`config.mk`:
```
export PLATFORM = sky130hd
export DESIGN_NAME = mc_control_fsm
export DESIGN_NICKNAME = d
export VERILOG_FILES = /design/src/rtl/mc_control_fsm.sv
export SDC_FILE = /design/constraint.sdc
export NUM_CORES = 1
export LEC_CHECK = 0
export ABC_AREA = 1
export CAP_MARGIN = 20
export CORE_ASPECT_RATIO = 0.5
export CORE_MARGIN = 4
export CORE_UTILIZATION = 50
export DETAILED_ROUTE_END_ITERATION = 10
export HOLD_SLACK_MARGIN = 0.12
export PLACE_DENSITY = 0.81
export SLEW_MARGIN = 0
export SYNTH_ARGS = -nofsm -noshare
export SYNTH_HDL_FRONTEND = slang
export SYNTH_SLANG_ARGS = --single-unit
```
`constraint.sdc`:
```
create_clock -name clk -period 2.1 [get_ports clk]
set_input_delay 0.21 -clock clk [delete_from_list [all_inputs] [get_ports clk]]
set_output_delay 0.21 -clock clk [all_outputs]
set_load 0.1 [all_outputs]
```
`src/rtl/mc_control_fsm.sv`:
```
// Multi-cycle control unit for a MIPS subset: sequences fetch/decode/execute/writeback
// and drives the datapath mux selects, write enables and ALU operation.
module mc_control_fsm #(
  parameter int unsigned CNT_W   = 32,
  parameter bit          WAIT_EN = 1'b1
) (
  input  logic             clk,
  input  logic             rst,
  input  logic [5:0]       opcode,
  input  logic [5:0]       funct,
  input  logic             zero,
  input  logic             mem_ready,
  output logic [3:0]       alu_operation,
  output logic             alu_src_a,
  output logic [1:0]       alu_src_b,
  output logic             i_or_d,
  output logic             mem_read,
  output logic             mem_write,
  output logic             ir_write,
  output logic             pc_en,
  output logic [1:0]       pc_src,
  output logic             reg_write,
  output logic             reg_dst,
  output logic             mem_to_reg,
  output logic             illegal,
  output logic [3:0]       state,
  output logic [CNT_W-1:0] retired_count
);

  localparam logic [5:0] OP_RTYPE = 6'h00;
  localparam logic [5:0] OP_J     = 6'h02;
  localparam logic [5:0] OP_BEQ   = 6'h04;
  localparam logic [5:0] OP_ADDI  = 6'h08;
  localparam logic [5:0] OP_LW    = 6'h23;
  localparam logic [5:0] OP_SW    = 6'h2B;

  localparam logic [5:0] FN_ADD = 6'h20;
  localparam logic [5:0] FN_SUB = 6'h22;
  localparam logic [5:0] FN_AND = 6'h24;
  localparam logic [5:0] FN_OR  = 6'h25;
  localparam logic [5:0] FN_NOR = 6'h27;
  localparam logic [5:0] FN_SLT = 6'h2A;

  localparam logic [3:0] ALU_ADD = 4'b0010;
  localparam logic [3:0] ALU_SUB = 4'b0110;
  localparam logic [3:0] ALU_AND = 4'b0000;
  localparam logic [3:0] ALU_OR  = 4'b0001;
  localparam logic [3:0] ALU_NOR = 4'b1100;
  localparam logic [3:0] ALU_SLT = 4'b0111;

  typedef enum logic [3:0] {
    S_FETCH    = 4'd0,
    S_DECODE   = 4'd1,
    S_MEMADR   = 4'd2,
    S_MEMRD    = 4'd3,
    S_MEMWB    = 4'd4,
    S_MEMWR    = 4'd5,
    S_RTEXEC   = 4'd6,
    S_RTWB     = 4'd7,
    S_BRANCH   = 4'd8,
    S_ADDIEXEC = 4'd9,
    S_ADDIWB   = 4'd10,
    S_JUMP     = 4'd11
  } state_e;

  state_e           state_q, state_d;
  logic [CNT_W-1:0] count_q;
  logic             retire;
  logic             rdy;

  assign rdy           = mem_ready | ~WAIT_EN;
  assign state         = state_q;
  assign retired_count = count_q;

  // State register and retired-instruction counter
  always_ff @(posedge clk or posedge rst) begin
    if (rst) begin
      state_q <= S_FETCH;
      count_q <= '0;
    end else begin
      state_q <= state_d;
      if (retire) count_q <= count_q + CNT_W'(1);
    end
  end

  // Next-state and output decode from the current state
  always_comb begin
    state_d       = S_FETCH;
    retire        = 1'b0;
    alu_operation = ALU_ADD;
    alu_src_a     = 1'b0;
    alu_src_b     = 2'b00;
    i_or_d        = 1'b0;
    mem_read      = 1'b0;
    mem_write     = 1'b0;
    ir_write      = 1'b0;
    pc_en         = 1'b0;
    pc_src        = 2'b00;
    reg_write     = 1'b0;
    reg_dst       = 1'b0;
    mem_to_reg    = 1'b0;
    illegal       = 1'b0;

    case (state_q)
      S_FETCH: begin
        mem_read  = 1'b1;
        alu_src_b = 2'b01;
        ir_write  = rdy;
        pc_en     = rdy;
        state_d   = rdy ? S_DECODE : S_FETCH;
      end
      S_DECODE: begin
        alu_src_b = 2'b11;
        case (opcode)
          OP_LW, OP_SW: state_d = S_MEMADR;
          OP_BEQ:       state_d = S_BRANCH;
          OP_ADDI:      state_d = S_ADDIEXEC;
          OP_J:         state_d = S_JUMP;
          OP_RTYPE: begin
            case (funct)
              FN_ADD, FN_SUB, FN_AND, FN_OR, FN_NOR, FN_SLT: state_d = S_RTEXEC;
              default: illegal = 1'b1;
            endcase
          end
          default: illegal = 1'b1;
        endcase
      end
      S_MEMADR: begin
        alu_src_a = 1'b1;
        alu_src_b = 2'b10;
        state_d   = (opcode == OP_LW) ? S_MEMRD : S_MEMWR;
      end
      S_MEMRD: begin
        mem_read = 1'b1;
        i_or_d   = 1'b1;
        state_d  = rdy ? S_MEMWB : S_MEMRD;
      end
      S_MEMWB: begin
        reg_write  = 1'b1;
        mem_to_reg = 1'b1;
        retire     = 1'b1;
      end
      S_MEMWR: begin
        mem_write = rdy;
        i_or_d    = 1'b1;
        retire    = rdy;
        state_d   = rdy ? S_FETCH : S_MEMWR;
      end
      S_RTEXEC: begin
        alu_src_a = 1'b1;
        state_d   = S_RTWB;
        case (funct)
          FN_SUB:  alu_operation = ALU_SUB;
          FN_AND:  alu_operation = ALU_AND;
          FN_OR:   alu_operation = ALU_OR;
          FN_NOR:  alu_operation = ALU_NOR;
          FN_SLT:  alu_operation = ALU_SLT;
          default: alu_operation = ALU_ADD;
        endcase
      end
      S_RTWB: begin
        reg_write = 1'b1;
        reg_dst   = 1'b1;
        retire    = 1'b1;
      end
      S_BRANCH: begin
        alu_src_a     = 1'b1;
        alu_operation = ALU_SUB;
        pc_src        = 2'b01;
        pc_en         = zero;
        retire        = 1'b1;
      end
      S_ADDIEXEC: begin
        alu_src_a = 1'b1;
        alu_src_b = 2'b10;
        state_d   = S_ADDIWB;
      end
      S_ADDIWB: begin
        reg_write = 1'b1;
        retire    = 1'b1;
      end
      S_JUMP: begin
        pc_src = 2'b10;
        pc_en  = 1'b1;
        retire = 1'b1;
      end
      default: state_d = S_FETCH;
    endcase

    // Reset overrides every architectural side effect
    if (rst) begin
      pc_en     = 1'b0;
      ir_write  = 1'b0;
      reg_write = 1'b0;
      mem_write = 1'b0;
      illegal   = 1'b0;
    end
  end

endmodule

```
==> results.cfg <==
[run_status]
status = completed

[sta]
max_slew_margin_pct = 75.47
max_freq_mhz = 514.8
min_period_over_period_pct = 92.50
setup_viol = 0
fin_worst_skew_ns = 0.009294
final_hold_viol_count = 0
hold_ws_ns = 0.5377
rsz0062_at_grt = no
worstMarginPinSlew_ns = 0.3666
fin_crit_ns = 1.943
slew_violations = 0
fin_ws_ns = 0.1575

[logic_synthesis]
synth_edf_count = 0
yosys.area.top_type = dfrtp_1
synth_ff_type = dfrtp_1
syn_avg_cell_area_um2 = 5.966
synthesis.instances = 471
synth.area.top_cells = dfrtp_1 32%, nand2_1 28%, nor2_1 10%, inv_1 6.3%, nand3_1 5.5%
synth_most_common_cell = nand2_1
syn_area_um2 = 2810
synth_seq_cells = 36
synth_nets = 488
synth_warnings = 0
netlist_top_cells_count = 212 x nand2_1, 78 x nor2_1, 47 x inv_1
ys_types = 29
synth_top_area_share_pct = 32.06
async_flop_share_pct = 100.0
ys_seq_area_share_pct = 32.06

[place]
dp_hpwl_mm = 6.211
place_area_um2 = 3730
gp_congestion = 0.9412
io_buffer_count = 69
dp_cells = 607
dp_slack_ns = 0.2124

[die]
die_area_um2 = 6956
die_w_um = 114.0
rows = 18
die_h_um = 61.01
core_um2 = 5180
ios = 70
start_util_pct = 54.25

[clock_tree]
cts_buffers = 5
postCtsSetupBuffers = 0
clk_pin_slew_ns = 0.06
clock_sinks = 36
clk_path_buf_depth = 2
root_buffer = clkbuf_16
clk-insertion-delay-late_ns = 0.28
htreeDepth = 2
cts_tree = yes

[job]
maxCapViolations = 0

[global_route]
antenna_found_initial = 0
overflow = 0
grt_max_degree = 37
grt_pass1_wl_mm = 12.78
track_usage_pct = 23.11
grt_pass1_vias = 2801

[setup_path]
critPathBufInv = 4
path_cells = inv_2 -> nor2_2 -> nand2_2 -> clkinvlp_4 -> nand2_1 -> nand3_1 -> nand2_1 -> clkinvlp_4 -> buf_12
endpoint_kind = primary output
crit_required_ns = 1.89
worst_path_dominant_cell_family = flip-flops
path_class = reg -> out
rr_endpoint = retired_count[30]$_DFFE_PP0P_
critPathArrivalTime_ns = 1.73
reg2reg_depth = 10
r2r_start = retired_count[1]$_DFFE_PP0P_
rrSetupSlack_ns = 0.25
path_max_fanout = 5
critPathLaunchType = register
crit_slowest_cell = dfrtp_4
max_stage_delay_ns = 0.51

[finish]
nFillCells = 434
seqCellArea_um2 = 915.9
multiInputGateArea_um2 = 1718
areaGrowthSynthToFinish_pct = 38.51
fin_cells = 615
stdcell_area_um2 = 3892
fin_nets = 561
drive_gt1_share_pct = 19.08
n_antenna_cell = 0

[worst_hold_path]
holdPathEnd = retired_count[31]$_DFFE_PP0P_
hold_depth = 2
hold_class = reg -> reg
hp-start = retired_count[31]$_DFFE_PP0P_

[drt]
vias = 3102
viasPerCell = 5.044
firstDrtPassIters = 4
wl_per_cell_um = 12.84
drt-initial-drc-count = 183
wl_mm = 7.894
ant_nets = 0
post-route-drc-count = 0

[pwr]
power.density_nw_per_um2 = 743.2
ir_worst_vdd_mv = 1.064
p_leak_nw = 1.916
layout by cell type (no fill, tap or decap):
| master | Yosys | final |
|---|---|---|
| clkinvlp_4 | 0 | 3 |
| nand3b_1 | 2 | 2 |
| nand4_1 | 3 | 3 |
| nor3b_1 | 1 | 1 |
| nand2_2 | 2 | 4 |
| nand3_1 | 31 | 30 |
| dfrtp_4 | 0 | 4 |
| nor3_2 | 1 | 2 |
| dfrtp_1 | 36 | 32 |
| buf_12 | 0 | 18 |
| inv_6 | 1 | 1 |
| nand2_1 | 212 | 210 |
| clkdlybuf4s50_1 | 0 | 15 |
| nor3_4 | 0 | 1 |
| nor2_2 | 3 | 7 |
| a21oi_1 | 5 | 3 |
| or2_2 | 1 | 1 |
| clkbuf_8 | 0 | 1 |
| nand2_4 | 1 | 1 |
| buf_4 | 2 | 40 |
| clkbuf_16 | 0 | 5 |
| ha_1 | 1 | 1 |
| nand3_4 | 0 | 1 |
| o21ai_0 | 7 | 7 |
| clkbuf_1 | 0 | 1 |
| xor2_1 | 12 | 12 |
| nor2_1 | 78 | 72 |
| inv_1 | 47 | 43 |
| nor4_1 | 1 | 1 |
| nor2_4 | 3 | 5 |
| inv_2 | 4 | 5 |
| a21oi_4 | 0 | 1 |
| nand2_8 | 1 | 1 |
| inv_4 | 0 | 1 |
| o21ai_1 | 6 | 6 |
| nor3_1 | 3 | 1 |
| a21oi_2 | 1 | 2 |
| xnor2_1 | 1 | 1 |
sequential cells by signal, summed over array words and instances (netlist names):
register	cells
retired_count	32
state	4
worst max-delay path by stage:
stage,from,to,slack (ns),cells after the start
global route,state[1]$_DFF_PP0_,pc_en,0.04,8
CTS,state[3]$_DFF_PP0_,alu_operation[0],0.06,8
finish,state[3]$_DFF_PP0_,pc_en,0.16,9
global placement,opcode[5],illegal,0.24,7
detailed placement,opcode[5],illegal,0.21,7
floorplan,state[1]$_DFF_PP0_,pc_en,-0.30,8
tightest hold or removal path, delay by kind of cell (launching register included):
family        cells  cell delay, ns
simple gates      2            0.12
flops             1            0.38
final cells by class:
| cell class | count | area share (%) |
|---|---|---|
| flip-flops and latches | 36 | 23.53 |
| clock inverters | 1 | 0.1929 |
| clock buffers | 7 | 3.664 |
| well taps | 70 | 2.250 |
| repair buffers | 73 | 20.83 |
| inverters | 52 | 5.400 |
| multi-input cells | 376 | 44.13 |
metal layers:
layer  share of wire (%)  wire length (um)  global-route usage [%]  vias to the layer above
li1                    -                 -                       -                     1580
met1                  44              3454                   28.61                     1393
met2                  46              3650                   41.76                      117
met3                 8.9               701                   6.771                       12
met4                 1.1                87                   3.892                        0
met5                   0                 0                       0                        -
report_power, final:
| group | switching (mW) | internal [mW] | total, mW |
|---|---|---|---|
| logic | 0.946 | 0.340 | 1.29 |
| clock network | 0.294 | 0.473 | 0.767 |
| registers | 0.0845 | 0.755 | 0.840 |
| total | 1.33 | 1.57 | 2.89 |
cells by family after synthesis:
kind of cell	count (synthesis)	share of synthesized area [%]
DFF	36	32.06
and+or+nand+nor	343	50.49
adders and majority gates	1	0.4452
AOI/OAI and AO/OA	19	3.517
buffers and inverters	59	9.438
xor gates and xnor gates	13	4.052
repair_timing:
item,CTS,global route
hold buffers,0,0
endpoints found under the setup margin,0,2
gates resized for setup,0,4
per-stage QoR:
stage | TNS [ns] | utilization (%) | power [mW]
2_1_floorplan | -0.7842 | - | 1.790
3_3_place_gp | 0 | 72.00 | 2.123
3_5_place_dp | 0 | 72.00 | 2.137
4_1_cts | 0 | 74.90 | 2.883
5_1_grt | 0 | 75.14 | 3.000
6_report | 0 | 75.14 | 2.893
(Power assumes the default switching activity.)
